**config.mk**
```make
export PLATFORM = sky130hd
export DESIGN_NAME = bsg_manycore_net_endpoint
export DESIGN_NICKNAME = d
export VERILOG_FILES = /design/src/rtl/bsg_manycore_net_endpoint_pkg.sv /design/src/rtl/bsg_manycore_net_endpoint_net_rx_fifo.sv /design/src/rtl/bsg_manycore_net_endpoint.sv
export SDC_FILE = /design/constraint.sdc
export NUM_CORES = 1
export LEC_CHECK = 0
export BUFFER_PORTS_ARGS = -buffer_cell sky130_fd_sc_hd__buf_2
export CORE_ASPECT_RATIO = 1.4
export CORE_MARGIN = 10
export CORE_UTILIZATION = 33
export CTS_CLUSTER_SIZE = 24
export DETAILED_ROUTE_END_ITERATION = 16
export PLACE_DENSITY_LB_ADDON = 0.12
export SETUP_SLACK_MARGIN = 0.15
export SLEW_MARGIN = 15
export SYNTH_ARGS = -nofsm -noshare
export SYNTH_HDL_FRONTEND = slang
export SYNTH_SLANG_ARGS = --single-unit
```
**constraint.sdc**
```tcl
create_clock -name clk_i -period 3.4 [get_ports clk_i]
set_input_delay 0.17 -clock clk_i [delete_from_list [all_inputs] [get_ports clk_i]]
set_output_delay 0.17 -clock clk_i [all_outputs]
set_load 0.005 [all_outputs]
```
**src/rtl/bsg_manycore_net_endpoint_pkg.sv**
```systemverilog
// Shared definitions for the manycore network endpoint: packet opcodes,
// config address, packet width helper and the default-width packet layout.
package bsg_manycore_net_endpoint_pkg;

  typedef enum logic [1:0] {
    OP_NONE         = 2'b00,
    OP_REMOTE_STORE = 2'b01,
    OP_CONFIG       = 2'b10,
    OP_RESERVED     = 2'b11
  } net_op_e;

  // Config packets addressed here carry freeze (data[0]=1) / unfreeze (data[0]=0)
  localparam logic [31:0] CFG_FREEZE_ADDR = '0;

  function automatic int unsigned net_packet_width(input int unsigned x_w,
                                                   input int unsigned y_w,
                                                   input int unsigned addr_w,
                                                   input int unsigned data_w);
    return 2 + data_w / 8 + addr_w + data_w + 2 * (x_w + y_w);
  endfunction

  typedef struct packed {
    net_op_e     op;
    logic [3:0]  mask;
    logic [31:0] addr;
    logic [31:0] data;
    logic [1:0]  from_y;
    logic [1:0]  from_x;
    logic [1:0]  y_cord;
    logic [1:0]  x_cord;
  } net_packet_default_s;

endpackage

```
**src/rtl/bsg_manycore_net_endpoint_net_rx_fifo.sv**
```systemverilog
// Small 1r1w receive FIFO; valid/ready on the write side, valid/yumi on the
// read side. Occupancy count separates full from empty for any depth >= 2.
module net_rx_fifo #(
  parameter int unsigned width_p = 78,
  parameter int unsigned els_p   = 4
) (
  input  logic               clk_i,
  input  logic               reset_n_i,
  input  logic               v_i,
  input  logic [width_p-1:0] data_i,
  output logic               ready_o,
  output logic               v_o,
  output logic [width_p-1:0] data_o,
  input  logic               yumi_i
);

  localparam int unsigned ptr_w_lp = (els_p > 1) ? $clog2(els_p) : 1;
  localparam int unsigned cnt_w_lp = $clog2(els_p + 1);

  logic [width_p-1:0]  mem [els_p];
  logic [ptr_w_lp-1:0] rd_ptr, wr_ptr;
  logic [cnt_w_lp-1:0] count;
  logic                enq, deq;

  function automatic logic [ptr_w_lp-1:0] next_ptr(input logic [ptr_w_lp-1:0] p);
    return (p == ptr_w_lp'(els_p - 1)) ? '0 : p + 1'b1;
  endfunction

  assign ready_o = (count != cnt_w_lp'(els_p));
  assign v_o     = (count != '0);
  assign enq     = v_i & ready_o;
  assign deq     = yumi_i & v_o;
  assign data_o  = mem[rd_ptr];

  always_ff @(posedge clk_i or negedge reset_n_i) begin
    if (!reset_n_i) begin
      rd_ptr <= '0;
      wr_ptr <= '0;
      count  <= '0;
    end else begin
      if (enq) wr_ptr <= next_ptr(wr_ptr);
      if (deq) rd_ptr <= next_ptr(rd_ptr);
      unique case ({enq, deq})
        2'b10:   count <= count + 1'b1;
        2'b01:   count <= count - 1'b1;
        default: count <= count;
      endcase
    end
  end

  // Storage needs no reset: the count alone decides which entries are live
  always_ff @(posedge clk_i) begin
    if (enq) mem[wr_ptr] <= data_i;
  end

endmodule

```
**src/rtl/bsg_manycore_net_endpoint.sv**
```systemverilog
// Tile network endpoint: buffers and decodes incoming packets at the FIFO
// head, and encodes core data-port remote stores into outgoing packets.
module bsg_manycore_net_endpoint
  import bsg_manycore_net_endpoint_pkg::*;
#(
  parameter int unsigned x_cord_width_p = 2,
  parameter int unsigned y_cord_width_p = 2,
  parameter int unsigned addr_width_p   = 32,
  parameter int unsigned data_width_p   = 32,
  parameter int unsigned fifo_els_p     = 4,
  localparam int unsigned mask_width_lp   = data_width_p / 8,
  localparam int unsigned packet_width_lp =
    net_packet_width(x_cord_width_p, y_cord_width_p, addr_width_p, data_width_p)
) (
  input  logic                       clk_i,
  input  logic                       reset_n_i,

  input  logic                       link_v_i,
  input  logic [packet_width_lp-1:0] link_data_i,
  output logic                       link_ready_o,

  input  logic                       decode_en_i,
  input  logic                       store_yumi_i,
  output logic                       remote_store_v_o,
  output logic                       freeze_o,
  output logic                       unfreeze_o,
  output logic                       unknown_o,
  output logic [addr_width_p-1:0]    store_addr_o,
  output logic [data_width_p-1:0]    store_data_o,
  output logic [mask_width_lp-1:0]   store_mask_o,
  output logic [x_cord_width_p-1:0]  from_x_o,
  output logic [y_cord_width_p-1:0]  from_y_o,

  input  logic                       core_v_i,
  input  logic                       core_we_i,
  input  logic [addr_width_p-1:0]    core_addr_i,
  input  logic [data_width_p-1:0]    core_data_i,
  input  logic [mask_width_lp-1:0]   core_mask_i,
  input  logic [x_cord_width_p-1:0]  my_x_i,
  input  logic [y_cord_width_p-1:0]  my_y_i,

  output logic                       out_v_o,
  output logic [packet_width_lp-1:0] out_data_o,
  output logic                       ret_store_cntr_o
);

  localparam int unsigned x_lsb_lp       = 29 - y_cord_width_p - x_cord_width_p + 1;
  localparam int unsigned local_addr_msb_lp = 29 - y_cord_width_p - x_cord_width_p;

  typedef struct packed {
    net_op_e                   op;
    logic [mask_width_lp-1:0]  mask;
    logic [addr_width_p-1:0]   addr;
    logic [data_width_p-1:0]   data;
    logic [y_cord_width_p-1:0] from_y;
    logic [x_cord_width_p-1:0] from_x;
    logic [y_cord_width_p-1:0] y_cord;
    logic [x_cord_width_p-1:0] x_cord;
  } packet_s;

  logic [packet_width_lp-1:0] head_data;
  packet_s                    head_pkt, out_pkt;
  logic                       fifo_v, fifo_yumi, head_live, core_remote;
  logic                       unused_head_dest;

  net_rx_fifo #(
    .width_p(packet_width_lp),
    .els_p  (fifo_els_p)
  ) rx_fifo (
    .clk_i    (clk_i),
    .reset_n_i(reset_n_i),
    .v_i      (link_v_i),
    .data_i   (link_data_i),
    .ready_o  (link_ready_o),
    .v_o      (fifo_v),
    .data_o   (head_data),
    .yumi_i   (fifo_yumi)
  );

  assign head_pkt         = packet_s'(head_data);
  assign head_live        = fifo_v & decode_en_i;
  assign unused_head_dest = ^{head_pkt.y_cord, head_pkt.x_cord};

  assign store_addr_o = head_pkt.addr;
  assign store_data_o = head_pkt.data;
  assign store_mask_o = head_pkt.mask;
  assign from_x_o     = head_pkt.from_x;
  assign from_y_o     = head_pkt.from_y;

  always_comb begin
    remote_store_v_o = 1'b0;
    freeze_o         = 1'b0;
    unfreeze_o       = 1'b0;
    unknown_o        = 1'b0;
    if (head_live) begin
      unique case (head_pkt.op)
        OP_REMOTE_STORE: remote_store_v_o = 1'b1;
        OP_CONFIG: begin
          if (head_pkt.addr == addr_width_p'(CFG_FREEZE_ADDR)) begin
            freeze_o   = head_pkt.data[0];
            unfreeze_o = ~head_pkt.data[0];
          end else begin
            unknown_o = 1'b1;
          end
        end
        default: unknown_o = 1'b1;
      endcase
    end
  end

  // Config and unknown packets consume themselves; stores wait for the consumer
  assign fifo_yumi = (remote_store_v_o & store_yumi_i) | freeze_o | unfreeze_o | unknown_o;

  assign core_remote      = core_v_i & core_addr_i[31];
  assign out_v_o          = core_remote & ~core_addr_i[30] & core_we_i;
  assign ret_store_cntr_o = core_remote & core_addr_i[30] & ~core_we_i;

  always_comb begin
    out_pkt        = '0;
    out_pkt.op     = OP_REMOTE_STORE;
    out_pkt.mask   = core_mask_i;
    out_pkt.addr   = addr_width_p'(core_addr_i[local_addr_msb_lp:0]);
    out_pkt.data   = core_data_i;
    out_pkt.from_y = my_y_i;
    out_pkt.from_x = my_x_i;
    out_pkt.y_cord = core_addr_i[29 -: y_cord_width_p];
    out_pkt.x_cord = core_addr_i[x_lsb_lp +: x_cord_width_p];
  end

  assign out_data_o = out_pkt;

endmodule

```
==> tab_implementation.tex, run 1 <==
\begin{tabular}{lr}
\hline
Metric & Value \\
\hline
\multicolumn{2}{l}{\textbf{Outcome}} \\
\quad Result of the run & completed \\
\multicolumn{2}{l}{\textbf{Setup path}} \\
\quad Critical path peak fanout & 6 \\
\quad Start point of the critical path & rx\_fifo.rd\_ptr[0] \\
\quad Kind of start point of the critical path & flop \\
\quad Reg-to-reg endpoint & rx\_fifo.count[2] \\
\quad Cell type of the slowest stage on the worst timing path & sky130\_fd\_sc\_hd\_\_dfrtp\_4 \\
\quad Worst r2r src & rx\_fifo.rd\_ptr[1] \\
\quad Critical Path Sink & unfreeze\_o \\
\quad Setup Crit Path Kind & flop to output pin \\
\quad Category of the worst setup path capture point & output pin \\
\quad Register-to-register path setup slack & 0.66 ns \\
\quad Worst path cell trace & buf\_12, buf\_12, mux4\_2, nor4\_4, nand4\_1, nor3\_4, nor3b\_2, buf\_2 \\
\quad Largest stage delay on the critical path & 0.51 ns \\
\quad Dominant cell type by count on the critical path & sky130\_fd\_sc\_hd\_\_buf\_12 \\
\quad Worst endpoint required time & 3.23 ns \\
\quad Worst path arrival time & 3.06 ns \\
\quad Number of cells on the worst reg-to-reg path & 11 \\
\multicolumn{2}{l}{\textbf{Logic synthesis}} \\
\quad Adder and majority gate portion of the synthesized area & 0.804\% \\
\quad Avg Cell Area, Syn & 22.4 µm² \\
\quad Synthesized area & 11800 µm² \\
\quad Dominant cell type by area after synthesis & sky130\_fd\_sc\_hd\_\_edfxtp\_1 \\
\quad Post-Synthesis Cells & 529 \\
\quad Synth Warn \# & 0 \\
\quad Number of register bits inferred by synthesis & 303 \\
\quad Leading post-synthesis cells by cell area & sky130\_fd\_sc\_hd\_\_edfxtp\_1 75\%, sky130\_fd\_sc\_hd\_\_mux4\_2 14\%, sky130\_fd\_sc\_hd\_\_buf\_4 5.0\%, sky130\_fd\_sc\_hd\_\_dfrtp\_1 1.5\%, sky130\_fd\_sc\_hd\_\_mux4\_1 0.67\% \\
\quad Fraction of synthesized area in multiplexers & 14.5\% \\
\quad Main combinational cell family by area after synthesis & multiplexers \\
\quad Share of the synthesized area in compound gates (AO/OA/AOI/OAI) & 0.243\% \\
\quad Sequential cell area fraction in the yosys report & 76.6\% \\
\quad Share of synthesized cell area in and, or, nand and nor gates & 1.62\% \\
\quad Distinct cell type count after synthesis & 32 \\
\quad Xor and xnor fraction of the mapped netlist area & 0.222\% \\
\quad Synth top area share & 75.1\% \\
\multicolumn{2}{l}{\textbf{Clock tree}} \\
\quad Clock latency of the later-clocked register in the worst-skew pair & 0.55 ns \\
\quad Cts bufs inserted & 30 \\
\quad H-tree depth & 1 \\
\quad Maximum clock insertion buffer count & 3 \\
\quad Root cell of the clock tree & sky130\_fd\_sc\_hd\_\_clkbuf\_16 \\
\quad CTS sink cnt & 303 \\
\quad Clock-pin slew on the worst setup and hold paths & 0.06 ns \\
\quad CTS tree & yes \\
\multicolumn{2}{l}{\textbf{Job}} \\
\quad Reported max-cap violation count & 0 \\
\multicolumn{2}{l}{\textbf{Final layout}} \\
\quad Total Nets Final & 894 \\
\quad Top library cells by usage in the layout, fill and taps aside & 296 x sky130\_fd\_sc\_hd\_\_edfxtp\_1, 161 x sky130\_fd\_sc\_hd\_\_buf\_2, 75 x sky130\_fd\_sc\_hd\_\_dlygate4sd3\_1 \\
\quad Synthesis-to-finish area growth & 24.6\% \\
\quad Commonest non-fill, non-tap cell in the layout & sky130\_fd\_sc\_hd\_\_edfxtp\_1 \\
\quad Area of combinational cells with multiple inputs & 2180 µm² \\
\quad Fraction of final layout cells sized beyond drive strength 1 & 42.4\% \\
\quad Storage element area & 9070 µm² \\
\quad Count of non-filler cells in the finished layout & 1218 \\
\quad Fill cell total of the finished layout & 3169 \\
\multicolumn{2}{l}{\textbf{Power and ir drop}} \\
\quad Net switching power & 3.49 mW \\
\quad Worst-case vdd ir drop & 0.000436 V \\
\quad Static Leak & 5.11 nW \\
\quad Clock power share & 27.2\% \\
\quad Net switching fraction of the power & 28.5\% \\
\quad Proportion of power drawn by flip-flops and latches & 42.1\% \\
\quad Combinational cell fraction of total power & 30.8\% \\
\quad Internal & 8.76 mW \\
\quad Pwr Density & 831 nW/µm² \\
\multicolumn{2}{l}{\textbf{Drt}} \\
\quad Antenna violation net count after detailed routing & 0 \\
\quad DR pass1 iterations & 4 \\
\quad Final routed wire length divided by cell count & 21.5 µm \\
\quad Ratio of routed vias to standard cells & 4.67 \\
\quad Number of vias after detailed routing & 5689 \\
\quad Initial detailed-routing violation count & 219 \\
\quad Sum of routed wire length over all layers & 26100 µm \\
\quad Remaining design rule violation count & 0 \\
\multicolumn{2}{l}{\textbf{Timing}} \\
\quad Minimum clock period & 3.23 ns \\
\quad Worst hold-check slack & 0.0196 ns \\
\quad Number of hold violations in the final report & 0 \\
\quad Achievable Freq & 309 MHz \\
\quad Post-route clock period utilization & 95.1\% \\
\quad Number of setup violations in the final report & 0 \\
\quad Slew at the pin with the worst max-slew slack & 0.698 ns \\
\quad Final Max Tran Viols & 0 \\
\quad Worst slew slack as a fraction of its limit & 53.5\% \\
\quad Setup Skew & 0.00632 ns \\
\quad RSZ-0062 raised after global routing & true \\
\multicolumn{2}{l}{\textbf{GRT}} \\
\quad First-pass GRT wire length & 39500 µm \\
\quad Via count of the first global-routing pass & 6542 \\
\quad Total GRT Usage & 11.6\% \\
\quad Overflow left after global routing & 0 \\
\quad Maximum number of pins on one net before global-route repair & 44 \\
\quad Antenna violations before repair & 4 \\
\multicolumn{2}{l}{\textbf{Placed design}} \\
\quad Hpwl dp & 16200 µm \\
\quad Routability Congestion & 0.699 \\
\quad Number of cells after detailed placement & 1077 \\
\quad Number of I/O port buffers & 161 \\
\multicolumn{2}{l}{\textbf{Floorplan}} \\
\quad Floorplan die height & 244 µm \\
\quad Core Box Area & 35600 µm² \\
\quad Width of the die & 180 µm \\
\quad Number of rows in the core area & 82 \\
\quad Die Outline Area & 43900 µm² \\
\quad Effective utilization at floorplan & 33.2\% \\
\quad I/O pin count & 314 \\
\multicolumn{2}{l}{\textbf{Worst hold path}} \\
\quad Class of the worst hold path & input port to asynchronous set/reset pin \\
\hline
\end{tabular}
==> power groups by stage <==
stage | clock, mW | sequential [mW] | combinational [mW]
3_5_place_dp | 0 | 5.30 | 3.48
5_1_grt | 3.58 | 5.23 | 4.13
6_report | 3.33 | 5.16 | 3.77
3_3_place_gp | 0 | 5.25 | 3.46
2_1_floorplan | 0 | 5.16 | 2.15
4_1_cts | 3.45 | 5.17 | 3.88
==> critical path: cells and delay by family, from the launching register on <==
kind / cells / cell delay (ns)
simple gates: 4 / 1.09
mux: 1 / 0.47
flops: 1 / 0.51
buf+inv: 3 / 0.43
==> worst min path at each step <==
stage | start | to | cells past startpoint | slack [ns]
after detailed placement | reset_n_i | rx_fifo.count[1] | 1 | 0.03
after CTS | link_v_i | rx_fifo.wr_ptr[0] | 3 | 0.001
final | reset_n_i | rx_fifo.count[1] | 2 | 0.02
after global routing | reset_n_i | rx_fifo.rd_ptr[1] | 2 | 0.03
after floorplan | reset_n_i | rx_fifo.count[0] | 0 | -0.13
after global placement | reset_n_i | rx_fifo.count[2] | 1 | 0.03
==> layout make-up <==
type / count / share of cell area, %
antenna: 2 / 0.0340
clock buffer: 41 / 5.86
clock inverter: 15 / 1.01
inverter: 5 / 0.127
multi-input combinational: 132 / 14.8
sequential: 303 / 61.5
tap: 462 / 3.92
timing repair buffer: 258 / 12.7
==> kinds of logic (layout without fill, tap and decap cells) <==
kind of cell,count (synthesis),in the layout
other cells,2,10
compound gates,4,4
buf+inv,100,319
xor+xnor,3,3
mux,77,77
fa+ha+maj,7,7
flops,303,303
simple gates,33,33
==> registers in the layout (all words and copies together) (netlist names) <==
name	flops
rx_fifo.rd_ptr	2
rx_fifo.mem	296
rx_fifo.count	3
rx_fifo.wr_ptr	2
==> metal layers <==
metal / track usage [%] / part of all wire, %
met4: 4.76 / 3.2
met1: 13.0 / 39
met3: 3.12 / 6.5
met5: 0 / 0.080
met2: 20.4 / 52
==> synthesized netlist by cell type (all sizes together) <==
cell,instances
nor3,2
conb,2
nor3b,3
xor2,2
o31ai,1
o21ai,1
buf,88
nand4,1
inv,5
nand3b,1
nand3,2
edfxtp,296
clkbuf,7
dfrtp,7
xnor2,1
nor4,8
a21o,1
nand2,4
fa,1
o31a,1
mux4,74
mux2,3
nor2,6
ha,6
nand2b,1
and3,5
==> per-stage QoR <==
stage / util, % / total power, mW / cell area, µm² / TNS, ns / setup slack, ns
floorplan: - / 7.31 / 11900 / 0 / 0.545
global placement: 35.8 / 8.70 / 12700 / 0 / 0.462
detailed placement: 35.8 / 8.78 / 12700 / 0 / 0.443
CTS: 41.2 / 12.5 / 14700 / 0 / 0.00905
global route: 41.4 / 12.9 / 14700 / -0.0543 / -0.0514
finish: 41.4 / 12.3 / 14700 / 0 / 0.165
==> timing repair <==
action,CTS,global route
resized for setup,10,7
pin swaps,5,2
hold endpoints to repair,303,0
setup buffers,4,2
hold buffers,75,0
endpoints found under the setup margin,3,3
cloned,2,0
Power figures use the tool's default switching activity.
==> run 2: changes to the inputs <==
--- a/config.mk
+++ b/config.mk
@@ -5,12 +5,13 @@
 export SDC_FILE = /design/constraint.sdc
 export NUM_CORES = 1
 export LEC_CHECK = 0
-export BUFFER_PORTS_ARGS = -buffer_cell sky130_fd_sc_hd__buf_2
+export BUFFER_PORTS_ARGS = -buffer_cell sky130_fd_sc_hd__buf_4
 export CORE_ASPECT_RATIO = 1.4
 export CORE_MARGIN = 10
 export CORE_UTILIZATION = 33
 export CTS_CLUSTER_SIZE = 24
 export DETAILED_ROUTE_END_ITERATION = 16
+export MAX_ROUTING_LAYER = met4
 export PLACE_DENSITY_LB_ADDON = 0.12
 export SETUP_SLACK_MARGIN = 0.15
 export SLEW_MARGIN = 15
==> run 2 against run 1 <==
  * The run now fails in detailed routing (5_2_route)
  * Synthesized cell count stayed put
  * Area after synthesis did not move
  * Global-route usage grew 0.65 points
==> tab_implementation.tex, run 2 <==
\begin{tabular}{lr}
\hline
Metric & Value \\
\hline
\multicolumn{2}{l}{\textbf{Clock tree}} \\
\quad Root cell of the clock tree & sky130\_fd\_sc\_hd\_\_clkbuf\_16 \\
\quad H-tree depth & 1 \\
\quad Maximum clock insertion buffer count & 3 \\
\quad Cts bufs inserted & 31 \\
\quad CTS sink cnt & 303 \\
\multicolumn{2}{l}{\textbf{Logic synthesis}} \\
\quad Leading post-synthesis cells by cell area & sky130\_fd\_sc\_hd\_\_edfxtp\_1 75\%, sky130\_fd\_sc\_hd\_\_mux4\_2 14\%, sky130\_fd\_sc\_hd\_\_buf\_4 5.0\%, sky130\_fd\_sc\_hd\_\_dfrtp\_1 1.5\%, sky130\_fd\_sc\_hd\_\_mux4\_1 0.67\% \\
\quad Primary FF master, synth & sky130\_fd\_sc\_hd\_\_edfxtp\_1 \\
\quad Synthesized area & 11800 µm² \\
\quad Most frequently used cell type in the post-synthesis netlist & sky130\_fd\_sc\_hd\_\_edfxtp\_1 \\
\quad Distinct cell type count after synthesis & 32 \\
\quad Sequential cell area fraction in the yosys report & 76.6\% \\
\quad Avg Cell Area, Syn & 22.4 µm² \\
\quad Synth top area share & 75.1\% \\
\quad Synth Warn \# & 0 \\
\quad Dominant cell type by area after synthesis & sky130\_fd\_sc\_hd\_\_edfxtp\_1 \\
\quad Number of register bits inferred by synthesis & 303 \\
\quad Top cells by instance count after synthesis & 296 x sky130\_fd\_sc\_hd\_\_edfxtp\_1, 79 x sky130\_fd\_sc\_hd\_\_buf\_4, 71 x sky130\_fd\_sc\_hd\_\_mux4\_2 \\
\quad Number of enable-type register cells in the synthesized netlist & 296 \\
\quad Share of flip-flops with an asynchronous set or reset after synthesis & 2.31\% \\
\quad Post-Synthesis Cells & 529 \\
\multicolumn{2}{l}{\textbf{Floorplan}} \\
\quad Effective utilization at floorplan & 33.2\% \\
\quad Number of rows in the core area & 82 \\
\quad Width of the die & 180 µm \\
\quad Floorplan die height & 244 µm \\
\quad I/O pin count & 314 \\
\multicolumn{2}{l}{\textbf{GRT}} \\
\quad Maximum number of pins on one net before global-route repair & 48 \\
\quad Antenna violations before repair & 4 \\
\quad First-pass GRT wire length & 40300 µm \\
\quad Via count of the first global-routing pass & 6624 \\
\quad Overflow left after global routing & 0 \\
\quad Total GRT Usage & 12.2\% \\
\multicolumn{2}{l}{\textbf{Timing}} \\
\quad Crit. endpoint post-GRT repair & unfreeze\_o \\
\quad Classification of the worst endpoint & top-level output \\
\multicolumn{2}{l}{\textbf{Outcome}} \\
\quad Failed at & detailed routing (5\_2\_route) \\
\quad Stop err & [ERROR DRT-0255] Maze Route cannot find path of net core\_addr\_i[23] in worker of routeBox ( 144900 0 ) ( 180020 48300 ). \\
\quad Result of the run & stopped before the end \\
\multicolumn{2}{l}{\textbf{Placed design}} \\
\quad Hpwl dp & 16800 µm \\
\quad Routability Congestion & 0.719 \\
\quad Number of I/O port buffers & 161 \\
\hline
\end{tabular}
run 2: metrics by stage:
step,util [%],hold slack [ns],setup WS [ns],instance area [µm²],cells
floorplan,-,-0.126,0.545,11900,535
global placement,37.1,-0.00837,0.241,13200,1083
detailed placement,37.1,-0.00800,0.215,13200,1083
CTS,42.7,0.00893,0.0490,15200,1229
global route,43.0,0.0425,0.0175,15300,1241
run 2: timing repair:
action | in CTS | in global routing
pin swaps | 8 | 7
hold buffers | 76 | 0
setup endpoints to repair | 3 | 3
resized for setup | 20 | 6
buffers inserted | 12 | 8
hold endpoints to repair | 303 | 0
cloned | 1 | 0
run 2: routing by layer:
layer and track usage, %:
met1 13.3, met2 20.9, met3 2.82, met4 5.49
met5 -
run 2: kinds of logic after synthesis:
logic type / Yosys count / synth area share [%]
DFF: 303 / 76.6
xor gates and xnor gates: 3 / 0.222
adders and majority gates: 7 / 0.804
other: 2 / 0.0635
muxes: 77 / 14.5
and+or+nand+nor: 33 / 1.62
AOI/OAI and AO/OA: 4 / 0.243
buffers and inverters: 100 / 5.97
==> run 3: changes to the inputs <==
--- a/config.mk
+++ b/config.mk
@@ -6,14 +6,10 @@
 export NUM_CORES = 1
 export LEC_CHECK = 0
 export BUFFER_PORTS_ARGS = -buffer_cell sky130_fd_sc_hd__buf_4
-export CORE_ASPECT_RATIO = 1.4
 export CORE_MARGIN = 10
-export CORE_UTILIZATION = 33
-export CTS_CLUSTER_SIZE = 24
+export CORE_UTILIZATION = 20
 export DETAILED_ROUTE_END_ITERATION = 16
-export MAX_ROUTING_LAYER = met4
-export PLACE_DENSITY_LB_ADDON = 0.12
-export SETUP_SLACK_MARGIN = 0.15
+export PLACE_DENSITY_LB_ADDON = 0.15
 export SLEW_MARGIN = 15
 export SYNTH_ARGS = -nofsm -noshare
 export SYNTH_HDL_FRONTEND = slang
==> run 3 against run 2 <==
  * The flow now finishes without violations
  * Global-route usage shrank 3.6 points
==> tab_implementation.tex, run 3 (synthesized netlist as in run 1, its figures left out) <==
\begin{tabular}{lr}
\hline
Metric & Value \\
\hline
\multicolumn{2}{l}{\textbf{Outcome}} \\
\quad Result of the run & completed \\
\multicolumn{2}{l}{\textbf{GRT}} \\
\quad Total GRT Usage & 8.65\% \\
\quad Via count of the first global-routing pass & 6791 \\
\quad Maximum number of pins on one net before global-route repair & 41 \\
\quad Overflow left after global routing & 0 \\
\quad Antenna violations before repair & 1 \\
\quad First-pass GRT wire length & 44700 µm \\
\multicolumn{2}{l}{\textbf{Timing}} \\
\quad Final critical-path setup slack & 0.192 ns \\
\quad Slew at the pin with the worst max-slew slack & 0.775 ns \\
\quad Minimum clock period & 3.21 ns \\
\quad Setup Skew & 0.0173 ns \\
\quad Number of setup violations in the final report & 0 \\
\quad Achievable Freq & 312 MHz \\
\quad Number of hold violations in the final report & 0 \\
\quad Final Max Tran Viols & 0 \\
\quad Worst slew slack as a fraction of its limit & 48.3\% \\
\quad Worst hold-check slack & 0.0919 ns \\
\quad Post-route clock period utilization & 94.3\% \\
\multicolumn{2}{l}{\textbf{Drt}} \\
\quad Number of vias after detailed routing & 5803 \\
\quad Final routed wire length divided by cell count & 19.6 µm \\
\quad Remaining design rule violation count & 0 \\
\quad Ratio of routed vias to standard cells & 3.75 \\
\quad Sum of routed wire length over all layers & 30300 µm \\
\quad Initial detailed-routing violation count & 242 \\
\quad DR pass1 iterations & 4 \\
\quad Antenna violation net count after detailed routing & 0 \\
\multicolumn{2}{l}{\textbf{Final layout}} \\
\quad Top library cells by usage in the layout, fill and taps aside & 296 x sky130\_fd\_sc\_hd\_\_edfxtp\_1, 178 x sky130\_fd\_sc\_hd\_\_buf\_4, 76 x sky130\_fd\_sc\_hd\_\_dlygate4sd3\_1 \\
\quad Fill cell total of the finished layout & 5863 \\
\quad Register with the most flip-flops & rx\_fifo.mem \\
\quad Largest registers & rx\_fifo.mem (296), rx\_fifo.count (3) \\
\quad Max reg flops & 296 \\
\quad Commonest non-fill, non-tap cell in the layout & sky130\_fd\_sc\_hd\_\_edfxtp\_1 \\
\quad Synthesis-to-finish area growth & 34.2\% \\
\quad Total Nets Final & 911 \\
\quad Fraction of final layout cells sized beyond drive strength 1 & 43.3\% \\
\multicolumn{2}{l}{\textbf{Clock tree}} \\
\quad Root cell of the clock tree & sky130\_fd\_sc\_hd\_\_clkbuf\_16 \\
\quad Cts bufs inserted & 38 \\
\quad Maximum clock insertion buffer count & 3 \\
\quad CTS sink cnt & 303 \\
\quad H-tree depth & 2 \\
\quad Clock-pin slew on the worst setup and hold paths & 0.05 ns \\
\quad CTS tree & yes \\
\quad Clock latency of the later-clocked register in the worst-skew pair & 0.55 ns \\
\multicolumn{2}{l}{\textbf{Placed design}} \\
\quad Placement-stage worst setup slack & 0.0434 ns \\
\quad Number of I/O port buffers & 161 \\
\quad Hpwl dp & 19200 µm \\
\quad Routability Congestion & 0.635 \\
\multicolumn{2}{l}{\textbf{Worst hold path}} \\
\quad Hold\_sp & link\_v\_i \\
\quad Class of the worst hold path & input port to flop \\
\multicolumn{2}{l}{\textbf{Power and ir drop}} \\
\quad Power consumption & 13.6 mW \\
\quad Pwr Density & 854 nW/µm² \\
\quad Worst-case vdd ir drop & 0.000435 V \\
\quad Static Leak & 5.39 nW \\
\multicolumn{2}{l}{\textbf{Floorplan}} \\
\quad Floorplan die height & 263 µm \\
\quad Die Outline Area & 69300 µm² \\
\quad Effective utilization at floorplan & 20.1\% \\
\quad I/O pin count & 314 \\
\quad Width of the die & 263 µm \\
\quad Number of rows in the core area & 89 \\
\quad Core Box Area & 58800 µm² \\
\multicolumn{2}{l}{\textbf{Setup path}} \\
\quad Number of cells on the worst reg-to-reg path & 11 \\
\quad Setup Crit Path Kind & flop to output pin \\
\quad Reg-to-reg endpoint & rx\_fifo.count[2] \\
\quad Worst path cell trace & buf\_12, buf\_6, mux4\_2, nor4\_4, nand3b\_1, nor3\_4, nor3b\_2, buf\_4 \\
\quad Dominant delay contributor by cell family on the critical path & simple AND/OR/NAND/NOR gates \\
\quad Critical Path Sink & unfreeze\_o \\
\quad Worst r2r src & rx\_fifo.rd\_ptr[0] \\
\quad Critical path peak fanout & 5 \\
\quad Start point of the critical path & rx\_fifo.rd\_ptr[0] \\
\quad Worst path arrival time & 3.04 ns \\
\quad Worst endpoint required time & 3.23 ns \\
\quad Buf+Inv Stages, Crit Path & 3 \\
\quad Cell type of the slowest stage on the worst timing path & sky130\_fd\_sc\_hd\_\_mux4\_2 \\
\quad Kind of start point of the critical path & flop \\
\quad Total number of cells along the worst setup path & 8 \\
\quad Largest stage delay on the critical path & 0.54 ns \\
\quad Register-to-register path setup slack & 0.56 ns \\
\quad Category of the worst setup path capture point & output pin \\
\multicolumn{2}{l}{\textbf{Job}} \\
\quad Reported max-cap violation count & 0 \\
\hline
\end{tabular}
run 3: repair_timing:
action	4_1_cts	5_1_grt
pin swaps	2	7
hold buffers	76	0
resized for setup	12	8
endpoints found under the hold margin	303	0
cloned	0	1
setup buffers	8	5
setup endpoints to repair	3	1
run 3: worst reg2reg max path, cell delays in order (launching register included):
cell                       delay [ns]
sky130_fd_sc_hd__dfrtp_4         0.45
sky130_fd_sc_hd__buf_12          0.15
sky130_fd_sc_hd__mux4_2          0.59
sky130_fd_sc_hd__nand2b_1        0.19
sky130_fd_sc_hd__nor2_1          0.06
sky130_fd_sc_hd__nor2_1          0.23
sky130_fd_sc_hd__ha_1            0.24
sky130_fd_sc_hd__inv_1           0.06
sky130_fd_sc_hd__fa_1            0.37
sky130_fd_sc_hd__xor2_1          0.15
sky130_fd_sc_hd__nor2_1          0.11
sky130_fd_sc_hd__xor2_1          0.16
run 3: worst min path at each step:
stage          slack (ns)  cells after the start                 to
2_1_floorplan       -0.13                      0   rx_fifo.count[0]
3_3_place_gp       -0.002                      1   rx_fifo.count[0]
3_5_place_dp       -0.001                      1   rx_fifo.count[0]
4_1_cts              0.07                      3  rx_fifo.wr_ptr[0]
5_1_grt               0.1                      3  rx_fifo.wr_ptr[0]
6_report             0.09                      3  rx_fifo.wr_ptr[0]
run 3: layout make-up:
class                           instances  area, µm²  share of cell area, %
Antenna cell                            1       2.50                 0.0158
Clock buffer                           46       1000                   6.31
Clock inverter                         20        263                   1.65
Inverter                                5       18.8                  0.118
Multi-Input combinational cell        132       2210                   13.9
Sequential cell                       303       9070                   57.1
Tap cell                              773        967                   6.09
Timing Repair Buffer                  267       2340                   14.8
run 3: power breakdown:
| group | internal (mW) | switching, mW | leakage (nW) |
|---|---|---|---|
| Sequential | 4.93 | 0.183 | 2.79 |
| Combinational | 2.24 | 2.17 | 1.99 |
| Clock | 2.49 | 1.54 | 0.611 |
run 3: per-layer routing:
metal / routed length (µm) / up-vias / share of wire [%] / global-route usage (%)
met3: 2240 / 98 / 7.4 / 2.85
met1: 11600 / 2969 / 38 / 9.53
li1: - / 2525 / - / -
met4: 1190 / 0 / 3.9 / 4.46
met5: 0 / - / 0 / 0
met2: 15200 / 211 / 50 / 14.7
run 3: per-stage QoR:
| stage | TNS, ns | std cells | util (%) | instance area, µm² |
|---|---|---|---|---|
| floorplan | 0 | 535 | - | 11900 |
| global placement | 0 | 1391 | 23.1 | 13600 |
| detailed placement | 0 | 1391 | 23.1 | 13600 |
| CTS | 0 | 1541 | 26.8 | 15800 |
| global route | -0.00137 | 1547 | 27.0 | 15900 |
| finish | 0 | 1547 | 27.0 | 15900 |
